$ cat src/rtl/json_pkt_hdr_strip_pkg.sv
// Shared stream types for the JSON packet front end: beat layout, FSM states
// and a KEEP popcount helper.
package json_stream_pkg;

  localparam int DATA_W = 64;
  localparam int KEEP_W = 8;

  typedef struct packed {
    logic [DATA_W-1:0] data;
    logic [KEEP_W-1:0] keep;
    logic              last;
  } beat_t;

  typedef enum logic [1:0] {
    S_HDR  = 2'd0,
    S_PAY  = 2'd1,
    S_DROP = 2'd2
  } state_e;

  function automatic logic [3:0] popcount8(input logic [KEEP_W-1:0] k);
    logic [3:0] n;
    n = 4'd0;
    for (int i = 0; i < KEEP_W; i++) begin
      n = n + {3'd0, k[i]};
    end
    return n;
  endfunction

endpackage

$ cat src/rtl/json_pkt_hdr_strip_if.sv
// 64-bit DATA/KEEP/LAST/VALID/READY stream bundle; master drives the beat,
// slave drives READY.
interface json_pkt_hdr_strip_if;
  import json_stream_pkg::*;

  logic [DATA_W-1:0] DATA;
  logic [KEEP_W-1:0] KEEP;
  logic              LAST;
  logic              VALID;
  logic              READY;

  modport master (output DATA, KEEP, LAST, VALID, input READY);
  modport slave  (input DATA, KEEP, LAST, VALID, output READY);

endinterface

$ cat src/rtl/json_pkt_hdr_strip_skid.sv
// stream_skid_buf: 2-entry registered handshake buffer (output register plus
// one skid entry) giving full throughput with a registered READY.
module stream_skid_buf
  import json_stream_pkg::*;
(
  input  logic  clk,
  input  logic  rst,
  input  beat_t in_beat,
  input  logic  in_valid,
  output logic  in_ready,
  output beat_t out_beat,
  output logic  out_valid,
  input  logic  out_ready
);

  beat_t out_q, out_d, skid_q, skid_d;
  logic  out_vld_q, out_vld_d, skid_vld_q, skid_vld_d;
  logic  in_acc;

  assign in_ready  = ~skid_vld_q;
  assign in_acc    = in_valid & ~skid_vld_q;
  assign out_beat  = out_q;
  assign out_valid = out_vld_q;

  // Next-state: refill the output register from skid first, then from input
  always_comb begin
    out_d      = out_q;
    out_vld_d  = out_vld_q;
    skid_d     = skid_q;
    skid_vld_d = skid_vld_q;
    if (!out_vld_q || out_ready) begin
      if (skid_vld_q) begin
        out_d      = skid_q;
        out_vld_d  = 1'b1;
        skid_vld_d = 1'b0;
      end else if (in_acc) begin
        out_d     = in_beat;
        out_vld_d = 1'b1;
      end else begin
        out_vld_d = 1'b0;
      end
    end else begin
      if (in_acc) begin
        skid_d     = in_beat;
        skid_vld_d = 1'b1;
      end else begin
        skid_vld_d = skid_vld_q;
      end
    end
  end

  // Buffer registers
  always_ff @(posedge clk) begin
    if (rst) begin
      out_q      <= '0;
      out_vld_q  <= 1'b0;
      skid_q     <= '0;
      skid_vld_q <= 1'b0;
    end else begin
      out_q      <= out_d;
      out_vld_q  <= out_vld_d;
      skid_q     <= skid_d;
      skid_vld_q <= skid_vld_d;
    end
  end

endmodule

$ cat src/rtl/json_pkt_hdr_strip.sv
// Strips a HDR_BEATS-beat header into a sideband word and forwards the payload,
// truncating at MAX_PAY_BEATS. JSON_PKT_HDR_STRIP_STATS_EN adds packet/byte counters.
module json_pkt_hdr_strip
  import json_stream_pkg::*;
#(
  parameter int HDR_BEATS     = 1,
  parameter int MAX_PAY_BEATS = 256
) (
  input  logic                        clk,
  input  logic                        rst,
  json_pkt_hdr_strip_if.slave         stream_in,
  json_pkt_hdr_strip_if.master        stream_out,
  output logic [DATA_W*HDR_BEATS-1:0] hdr_DATA,
  output logic                        hdr_VALID,
  output logic                        err_runt,
  output logic                        err_trunc
`ifdef JSON_PKT_HDR_STRIP_STATS_EN
  ,
  output logic [31:0]                 stat_pkt_cnt,
  output logic [31:0]                 stat_byte_cnt
`endif
);

  localparam logic [15:0] HDR_LAST_IDX = 16'(HDR_BEATS - 1);
  localparam logic [15:0] PAY_LAST_IDX = 16'(MAX_PAY_BEATS - 1);

  state_e                      state_q, state_d;
  logic [15:0]                 cnt_q, cnt_d;
  logic [DATA_W*HDR_BEATS-1:0] hdr_q, hdr_d;
  logic                        hdr_vld_q, hdr_vld_d;
  logic                        runt_q, runt_d;
  logic                        trunc_q, trunc_d;
  logic                        in_rdy, in_acc, skid_rdy, pay_vld, out_vld;
  beat_t                       pay_beat, out_beat;

  // READY is forced low throughout reset regardless of FSM state
  assign in_rdy = ~rst & ((state_q != S_PAY) | skid_rdy);
  assign in_acc = stream_in.VALID & in_rdy;
  assign stream_in.READY = in_rdy;

  // FSM, beat counter and header capture
  always_comb begin
    state_d   = state_q;
    cnt_d     = cnt_q;
    hdr_d     = hdr_q;
    hdr_vld_d = 1'b0;
    runt_d    = 1'b0;
    trunc_d   = 1'b0;
    pay_vld   = 1'b0;
    pay_beat  = '{data: stream_in.DATA, keep: stream_in.KEEP, last: stream_in.LAST};
    case (state_q)
      S_HDR: begin
        if (in_acc) begin
          for (int i = 0; i < HDR_BEATS; i++) begin
            if (cnt_q == 16'(i)) hdr_d[i*DATA_W +: DATA_W] = stream_in.DATA;
            else                 hdr_d[i*DATA_W +: DATA_W] = hdr_q[i*DATA_W +: DATA_W];
          end
          if (cnt_q == HDR_LAST_IDX) begin
            hdr_vld_d = 1'b1;
            cnt_d     = 16'd0;
            state_d   = stream_in.LAST ? S_HDR : S_PAY;
          end else if (stream_in.LAST) begin
            runt_d = 1'b1;
            cnt_d  = 16'd0;
          end else begin
            cnt_d = cnt_q + 16'd1;
          end
        end else begin
          cnt_d = cnt_q;
        end
      end
      S_PAY: begin
        pay_vld = in_acc;
        if (in_acc) begin
          if (stream_in.LAST) begin
            state_d = S_HDR;
            cnt_d   = 16'd0;
          end else if (cnt_q == PAY_LAST_IDX) begin
            // Truncated packet still ends cleanly downstream
            pay_beat.last = 1'b1;
            trunc_d       = 1'b1;
            state_d       = S_DROP;
            cnt_d         = 16'd0;
          end else begin
            cnt_d = cnt_q + 16'd1;
          end
        end else begin
          cnt_d = cnt_q;
        end
      end
      S_DROP: begin
        if (in_acc && stream_in.LAST) state_d = S_HDR;
        else                          state_d = S_DROP;
      end
      default: begin
        state_d = S_HDR;
        cnt_d   = 16'd0;
      end
    endcase
  end

  // Control and sideband registers
  always_ff @(posedge clk) begin
    if (rst) begin
      state_q   <= S_HDR;
      cnt_q     <= 16'd0;
      hdr_q     <= '0;
      hdr_vld_q <= 1'b0;
      runt_q    <= 1'b0;
      trunc_q   <= 1'b0;
    end else begin
      state_q   <= state_d;
      cnt_q     <= cnt_d;
      hdr_q     <= hdr_d;
      hdr_vld_q <= hdr_vld_d;
      runt_q    <= runt_d;
      trunc_q   <= trunc_d;
    end
  end

  stream_skid_buf u_skid (
    .clk       (clk),
    .rst       (rst),
    .in_beat   (pay_beat),
    .in_valid  (pay_vld),
    .in_ready  (skid_rdy),
    .out_beat  (out_beat),
    .out_valid (out_vld),
    .out_ready (stream_out.READY)
  );

  assign stream_out.DATA  = out_beat.data;
  assign stream_out.KEEP  = out_beat.keep;
  assign stream_out.LAST  = out_beat.last;
  assign stream_out.VALID = out_vld;
  assign hdr_DATA  = hdr_q;
  assign hdr_VALID = hdr_vld_q;
  assign err_runt  = runt_q;
  assign err_trunc = trunc_q;

`ifdef JSON_PKT_HDR_STRIP_STATS_EN
  logic [31:0] pkt_q, pkt_d, byte_q, byte_d;
  logic        out_xfer;

  assign out_xfer = out_vld & stream_out.READY;

  // Counters advance on downstream transfers only
  always_comb begin
    pkt_d  = pkt_q;
    byte_d = byte_q;
    if (out_xfer) begin
      byte_d = byte_q + {28'd0, popcount8(out_beat.keep)};
      pkt_d  = out_beat.last ? pkt_q + 32'd1 : pkt_q;
    end else begin
      byte_d = byte_q;
    end
  end

  // Statistics registers
  always_ff @(posedge clk) begin
    if (rst) begin
      pkt_q  <= 32'd0;
      byte_q <= 32'd0;
    end else begin
      pkt_q  <= pkt_d;
      byte_q <= byte_d;
    end
  end

  assign stat_pkt_cnt  = pkt_q;
  assign stat_byte_cnt = byte_q;
`endif

endmodule
$ cat src/flat_wrapper.sv
// flat-port wrapper written by rule: the top's interface ports become plain ports
module json_pkt_hdr_strip_flat import json_stream_pkg::*;
#(
  parameter int HDR_BEATS     = 1,
  parameter int MAX_PAY_BEATS = 256
)
  (clk, rst, hdr_DATA, hdr_VALID, err_runt, err_trunc, stream_in_DATA, stream_in_KEEP, stream_in_LAST, stream_in_VALID, stream_in_READY, stream_out_DATA, stream_out_KEEP, stream_out_LAST, stream_out_VALID, stream_out_READY);
  json_pkt_hdr_strip_if stream_in_i ();
  json_pkt_hdr_strip_if stream_out_i ();
  input  logic clk;
  input  logic rst;
  output logic [DATA_W*HDR_BEATS-1:0] hdr_DATA;
  output logic hdr_VALID;
  output logic err_runt;
  output logic err_trunc;
  input wire logic [$bits(stream_in_i.DATA)-1:0] stream_in_DATA;
  input wire logic [$bits(stream_in_i.KEEP)-1:0] stream_in_KEEP;
  input wire logic [$bits(stream_in_i.LAST)-1:0] stream_in_LAST;
  input wire logic [$bits(stream_in_i.VALID)-1:0] stream_in_VALID;
  output wire logic [$bits(stream_in_i.READY)-1:0] stream_in_READY;
  output wire logic [$bits(stream_out_i.DATA)-1:0] stream_out_DATA;
  output wire logic [$bits(stream_out_i.KEEP)-1:0] stream_out_KEEP;
  output wire logic [$bits(stream_out_i.LAST)-1:0] stream_out_LAST;
  output wire logic [$bits(stream_out_i.VALID)-1:0] stream_out_VALID;
  input wire logic [$bits(stream_out_i.READY)-1:0] stream_out_READY;
  assign stream_in_i.DATA = stream_in_DATA;
  assign stream_in_i.KEEP = stream_in_KEEP;
  assign stream_in_i.LAST = stream_in_LAST;
  assign stream_in_i.VALID = stream_in_VALID;
  assign stream_in_READY = stream_in_i.READY;
  assign stream_out_DATA = stream_out_i.DATA;
  assign stream_out_KEEP = stream_out_i.KEEP;
  assign stream_out_LAST = stream_out_i.LAST;
  assign stream_out_VALID = stream_out_i.VALID;
  assign stream_out_i.READY = stream_out_READY;
  json_pkt_hdr_strip #(.HDR_BEATS(HDR_BEATS), .MAX_PAY_BEATS(MAX_PAY_BEATS)) u_core (.clk(clk), .rst(rst), .stream_in(stream_in_i), .stream_out(stream_out_i), .hdr_DATA(hdr_DATA), .hdr_VALID(hdr_VALID), .err_runt(err_runt), .err_trunc(err_trunc));
endmodule
$ cat config.mk
export PLATFORM = sky130hd
export DESIGN_NAME = json_pkt_hdr_strip_flat
export DESIGN_NICKNAME = d
export VERILOG_FILES = /design/src/rtl/json_pkt_hdr_strip_pkg.sv /design/src/rtl/json_pkt_hdr_strip_if.sv /design/src/rtl/json_pkt_hdr_strip_skid.sv /design/src/rtl/json_pkt_hdr_strip.sv /design/src/flat_wrapper.sv
export SDC_FILE = /design/constraint.sdc
export NUM_CORES = 1
export LEC_CHECK = 0
export CORE_ASPECT_RATIO = 1.25
export CORE_MARGIN = 2
export CORE_UTILIZATION = 55
export CTS_BUF_LIST = sky130_fd_sc_hd__clkbuf_8
export CTS_CLUSTER_DIAMETER = 30
export DETAILED_ROUTE_END_ITERATION = 7
export DONT_BUFFER_PORTS = 1
export PLACE_DENSITY = 0.7
export SLEW_MARGIN = 10
export SYNTH_ARGS = -nofsm -noshare
export SYNTH_HDL_FRONTEND = slang
export SYNTH_HIERARCHICAL = 1
export SYNTH_SLANG_ARGS = --single-unit
$ cat constraint.sdc
create_clock -name clk -period 5.6 [get_ports clk]
set_input_delay 0.84 -clock clk [delete_from_list [all_inputs] [get_ports clk]]
set_output_delay 0.84 -clock clk [all_outputs]
set_load 0.02 [all_outputs]
==> flow_summary.rst <==
.. list-table::
   :header-rows: 1

   * - Metric
     - Value
   * - Post-CTS Repair Setup Buffers
     - 0
   * - Setup repair after global routing missed its margin
     - no
   * - Post-synthesis sequential area ratio
     - 0.470
   * - DIE AREA
     - 19100 um2
   * - Pin count of the biggest net entering global routing
     - 221
   * - Post-Syn Nets
     - 1100
   * - Number of enable-type register cells in the synthesized netlist
     - 0
   * - DRC marker count from the first detailed-route iteration
     - 418
   * - CTS hold repair buffers
     - 0
   * - Total half-perimeter wirelength after legalization and detailed placement
     - 13500 um
   * - Clock-pin slew on the worst setup and hold paths
     - 0.06 ns
   * - Max-slew violation total from the final report
     - 0
   * - Cell at the root of the clock tree
     - sky130_fd_sc_hd__clkbuf_8
   * - Transition at the pin with the smallest max-transition slack
     - 1.13 ns
   * - Top flip-flop cell by instance count after synthesis
     - sky130_fd_sc_hd__dfxtp_1
   * - Num rows
     - 54
   * - Total DRC errors in the routed layout
     - 0
   * - CP Class
     - reg -> reg
   * - HP Class
     - in -> reg
   * - Count of vias placed by the detailed router
     - 7143
   * - Wire length after detailed routing
     - 22300 um
   * - Cells resized by post-CTS repair
     - 0
   * - First-pass GRT wire length
     - 35900 um
   * - Fraction of the core area covered by cells at the end of the flow
     - 0.601
   * - # setup viols final
     - 0
   * - Number of filler cells placed in the layout
     - 1540
   * - Endpoints failing hold
     - 0
   * - Critical Path AT
     - 3.91 ns
   * - Final worst-path cycle share
     - 0.628
   * - Final GP Congestion
     - 0.820
   * - Skew-Pair Late Insertion Delay
     - 0.52 ns
   * - Highest Clock Rate
     - 0.284 GHz
   * - Largest vdd supply drop
     - 0.000216 V
   * - Worst clock skew
     - 0.0175 ns
   * - Post-synthesis sequential element count
     - 233
   * - Critical path data required time
     - 5.99 ns
   * - Area fraction of the dominant cell type after synthesis
     - 0.470
   * - Sequential Area
     - 4670 um2
   * - Fraction of layout instances using a drive strength above 1
     - 0.159
   * - Via count of the first global-routing pass
     - 7215
   * - I/O Buffers
     - 0
   * - Worst reg2reg setup slack
     - 2.08 ns
   * - Dominant cell by count in the synthesized netlist
     - sky130_fd_sc_hd__dfxtp_1
   * - Fin crit period
     - 3.52 ns
   * - P&R area growth vs syn
     - 6.36%
   * - Maximum buffer depth of the clock tree
     - 3
   * - Per-instance average area after synthesis
     - 9.72 um2
   * - Number of distinct library cells after synthesis
     - 49
   * - Leak Pwr
     - 3.38 nW
   * - CTS Sinks
     - 233
   * - Kind of capture point of the worst setup path
     - register
   * - Library cell with the largest summed area after synthesis
     - sky130_fd_sc_hd__dfxtp_1
   * - Core region area
     - 17600 um2
   * - Number of nets in the final layout
     - 1069
   * - Number of antenna-violating nets in the routed design
     - 0
   * - Iteration count of the initial detailed-routing pass
     - 4
   * - Startpoint kind of the worst setup timing path
     - register
   * - Routed length per instance
     - 17.9 um
   * - Die span in y
     - 154 um
   * - Horizontal die dimension
     - 124 um
   * - Antenna diode count
     - 0
   * - Initial antenna violation count
     - 0
   * - Syn. warnings
     - 6
   * - Status
     - finished, final reports clean
   * - Area taken by multi-input logic gates
     - 4670 um2
   * - Final setup TNS
     - 0 ns
   * - Global route total overflow
     - 0
   * - Starting Density
     - 0.565
   * - Maximum level of the CTS H-tree
     - 2
   * - Ranking of synthesized cells by area
     - sky130_fd_sc_hd__dfxtp_1 47%, sky130_fd_sc_hd__mux2i_1 14%, sky130_fd_sc_hd__a211oi_2 8.8%
   * - Post-Syn Area
     - 9930 um2
   * - Max-Cap Viols
     - 0
   * - Power density over cell area
     - 339 nW/um2
   * - Instance count of the mapped netlist
     - 1021
   * - Critical path peak fanout
     - 60
   * - Most frequent cells after synthesis
     - 233 x sky130_fd_sc_hd__dfxtp_1, 173 x sky130_fd_sc_hd__nand2_1, 154 x sky130_fd_sc_hd__a21oi_1
   * - GRT Total Usage
     - 0.230
   * - CTS tree
     - built
   * - Remaining max-slew budget at the tightest pin
     - 0.249
   * - Inserted Clock Buffers
     - 43
   * - Post-DR vias/cell
     - 5.75
   * - Fraction of registers with async set/reset
     - 0
   * - Boundary pin count
     - 219
## where the power goes
part | switching [mW] | internal, mW
logic | 0.103 | 0.0853
registers | 0.0967 | 1.71
clock network | 0.680 | 0.910
## path summary, 6_finish.rpt
kind	from	to	cells after the start
setup reg to reg	u_core/u_skid/skid_vld_q$_SDFFE_PP0P_	u_core/u_skid/out_beat[31]$_SDFFE_PP0P_	9
setup / recovery	u_core/u_skid/skid_vld_q$_SDFFE_PP0P_	u_core/u_skid/out_beat[31]$_SDFFE_PP0P_	9
hold / removal	stream_in_LAST	u_core/err_trunc$_SDFF_PP0_	1
hold reg to reg	u_core/u_skid/skid_q[64]$_SDFFE_PP0P_	u_core/u_skid/skid_q[64]$_SDFFE_PP0P_	2
## through the flow
stage / hold slack [ns] / cell area [um2] / power, mW / cells / setup slack, ns
2_1_floorplan: 0.436 / 9930 / 2.04 / 1021 / 2.91
3_3_place_gp: 0.437 / 9700 / 2.02 / 1169 / 1.96
3_5_place_dp: 0.440 / 9700 / 2.03 / 1169 / 1.91
4_1_cts: 0.347 / 10600 / 3.63 / 1242 / 2.05
5_1_grt: 0.356 / 10600 / 3.73 / 1242 / 1.85
6_report: 0.396 / 10600 / 3.58 / 1242 / 2.08
## registers in the layout, summed over array words and instances (netlist names)
| register | cells |
|---|---|
| u_core/err_trunc | 1 |
| u_core/err_runt | 1 |
| u_core/u_skid/out_valid | 1 |
| u_core/hdr_VALID | 1 |
| u_core/state_q | 2 |
| u_core/u_skid/skid_q | 73 |
| u_core/cnt_q | 16 |
| u_core/hdr_DATA | 64 |
| u_core/u_skid/skid_vld_q | 1 |
| u_core/u_skid/out_beat | 73 |
## cell usage in the layout, fill, tap and decap left out, types with 2 or more instances in the layout
| master | Yosys | final |
|---|---|---|
| sky130_fd_sc_hd__a211oi_1 | 4 | 4 |
| sky130_fd_sc_hd__a211oi_2 | 70 | 70 |
| sky130_fd_sc_hd__a21oi_1 | 154 | 154 |
| sky130_fd_sc_hd__and2_1 | 5 | 4 |
| sky130_fd_sc_hd__buf_4 | 8 | 9 |
| sky130_fd_sc_hd__bufinv_16 | 0 | 2 |
| sky130_fd_sc_hd__clkbuf_8 | 7 | 50 |
| sky130_fd_sc_hd__clkinv_2 | 0 | 6 |
| sky130_fd_sc_hd__clkinvlp_4 | 0 | 6 |
| sky130_fd_sc_hd__dfxtp_1 | 233 | 232 |
| sky130_fd_sc_hd__ha_1 | 2 | 2 |
| sky130_fd_sc_hd__inv_1 | 3 | 11 |
| sky130_fd_sc_hd__mux2i_1 | 137 | 137 |
| sky130_fd_sc_hd__nand2_1 | 173 | 173 |
| sky130_fd_sc_hd__nand2b_1 | 4 | 3 |
| sky130_fd_sc_hd__nand3_1 | 6 | 6 |
| sky130_fd_sc_hd__nand4_1 | 4 | 4 |
| sky130_fd_sc_hd__nor2_1 | 79 | 79 |
| sky130_fd_sc_hd__nor2b_1 | 5 | 5 |
| sky130_fd_sc_hd__nor3_1 | 10 | 10 |
| sky130_fd_sc_hd__nor4_1 | 4 | 4 |
| sky130_fd_sc_hd__o21ai_1 | 5 | 5 |
| sky130_fd_sc_hd__o221ai_1 | 6 | 6 |
| sky130_fd_sc_hd__or2_2 | 1 | 2 |
| sky130_fd_sc_hd__or3_1 | 2 | 2 |
| sky130_fd_sc_hd__or4_4 | 2 | 2 |
| sky130_fd_sc_hd__xnor2_1 | 5 | 5 |
| sky130_fd_sc_hd__xor2_1 | 3 | 3 |
## worst max-delay path, stage by stage, from the launching register on
cell,delay [ns]
sky130_fd_sc_hd__dfxtp_4,0.57
sky130_fd_sc_hd__inv_1,0.20
sky130_fd_sc_hd__nand2b_1,0.17
sky130_fd_sc_hd__nand2_1,0.12
sky130_fd_sc_hd__nor2_1,0.48
sky130_fd_sc_hd__and2_1,0.33
sky130_fd_sc_hd__or2_2,0.16
sky130_fd_sc_hd__and2_4,0.83
sky130_fd_sc_hd__buf_4,0.41
sky130_fd_sc_hd__a211oi_2,0.10
## layout make-up
cell class	instances	share of cell area
clock buffers	50	0.0652
inverters	3	0.00107
repair buffers	9	0.00640
well taps	224	0.0265
clock inverters	23	0.0165
multi-input cells	700	0.442
flip-flops and latches	233	0.442
## cells by family after synthesis
kind of cell / share of synthesized area
multiplexers: 0.138
flip-flops: 0.470
buffers and inverters: 0.0640
adder cells (fa/ha/maj): 0.00252
XOR/XNOR: 0.00706
AO/OA/AOI/OAI: 0.183
AND/OR/NAND/NOR: 0.135
## routing by layer
layer | routed length [um] | vias to the layer above | GRT usage
met2 | 10800 | 218 | 0.397
met4 | 600 | 0 | 0.0824
li1 | - | 3489 | -
met1 | 9180 | 3389 | 0.270
met5 | 0 | - | 0
met3 | 1680 | 47 | 0.0660
No activity file was read; power rests on OpenSTA's default activity.
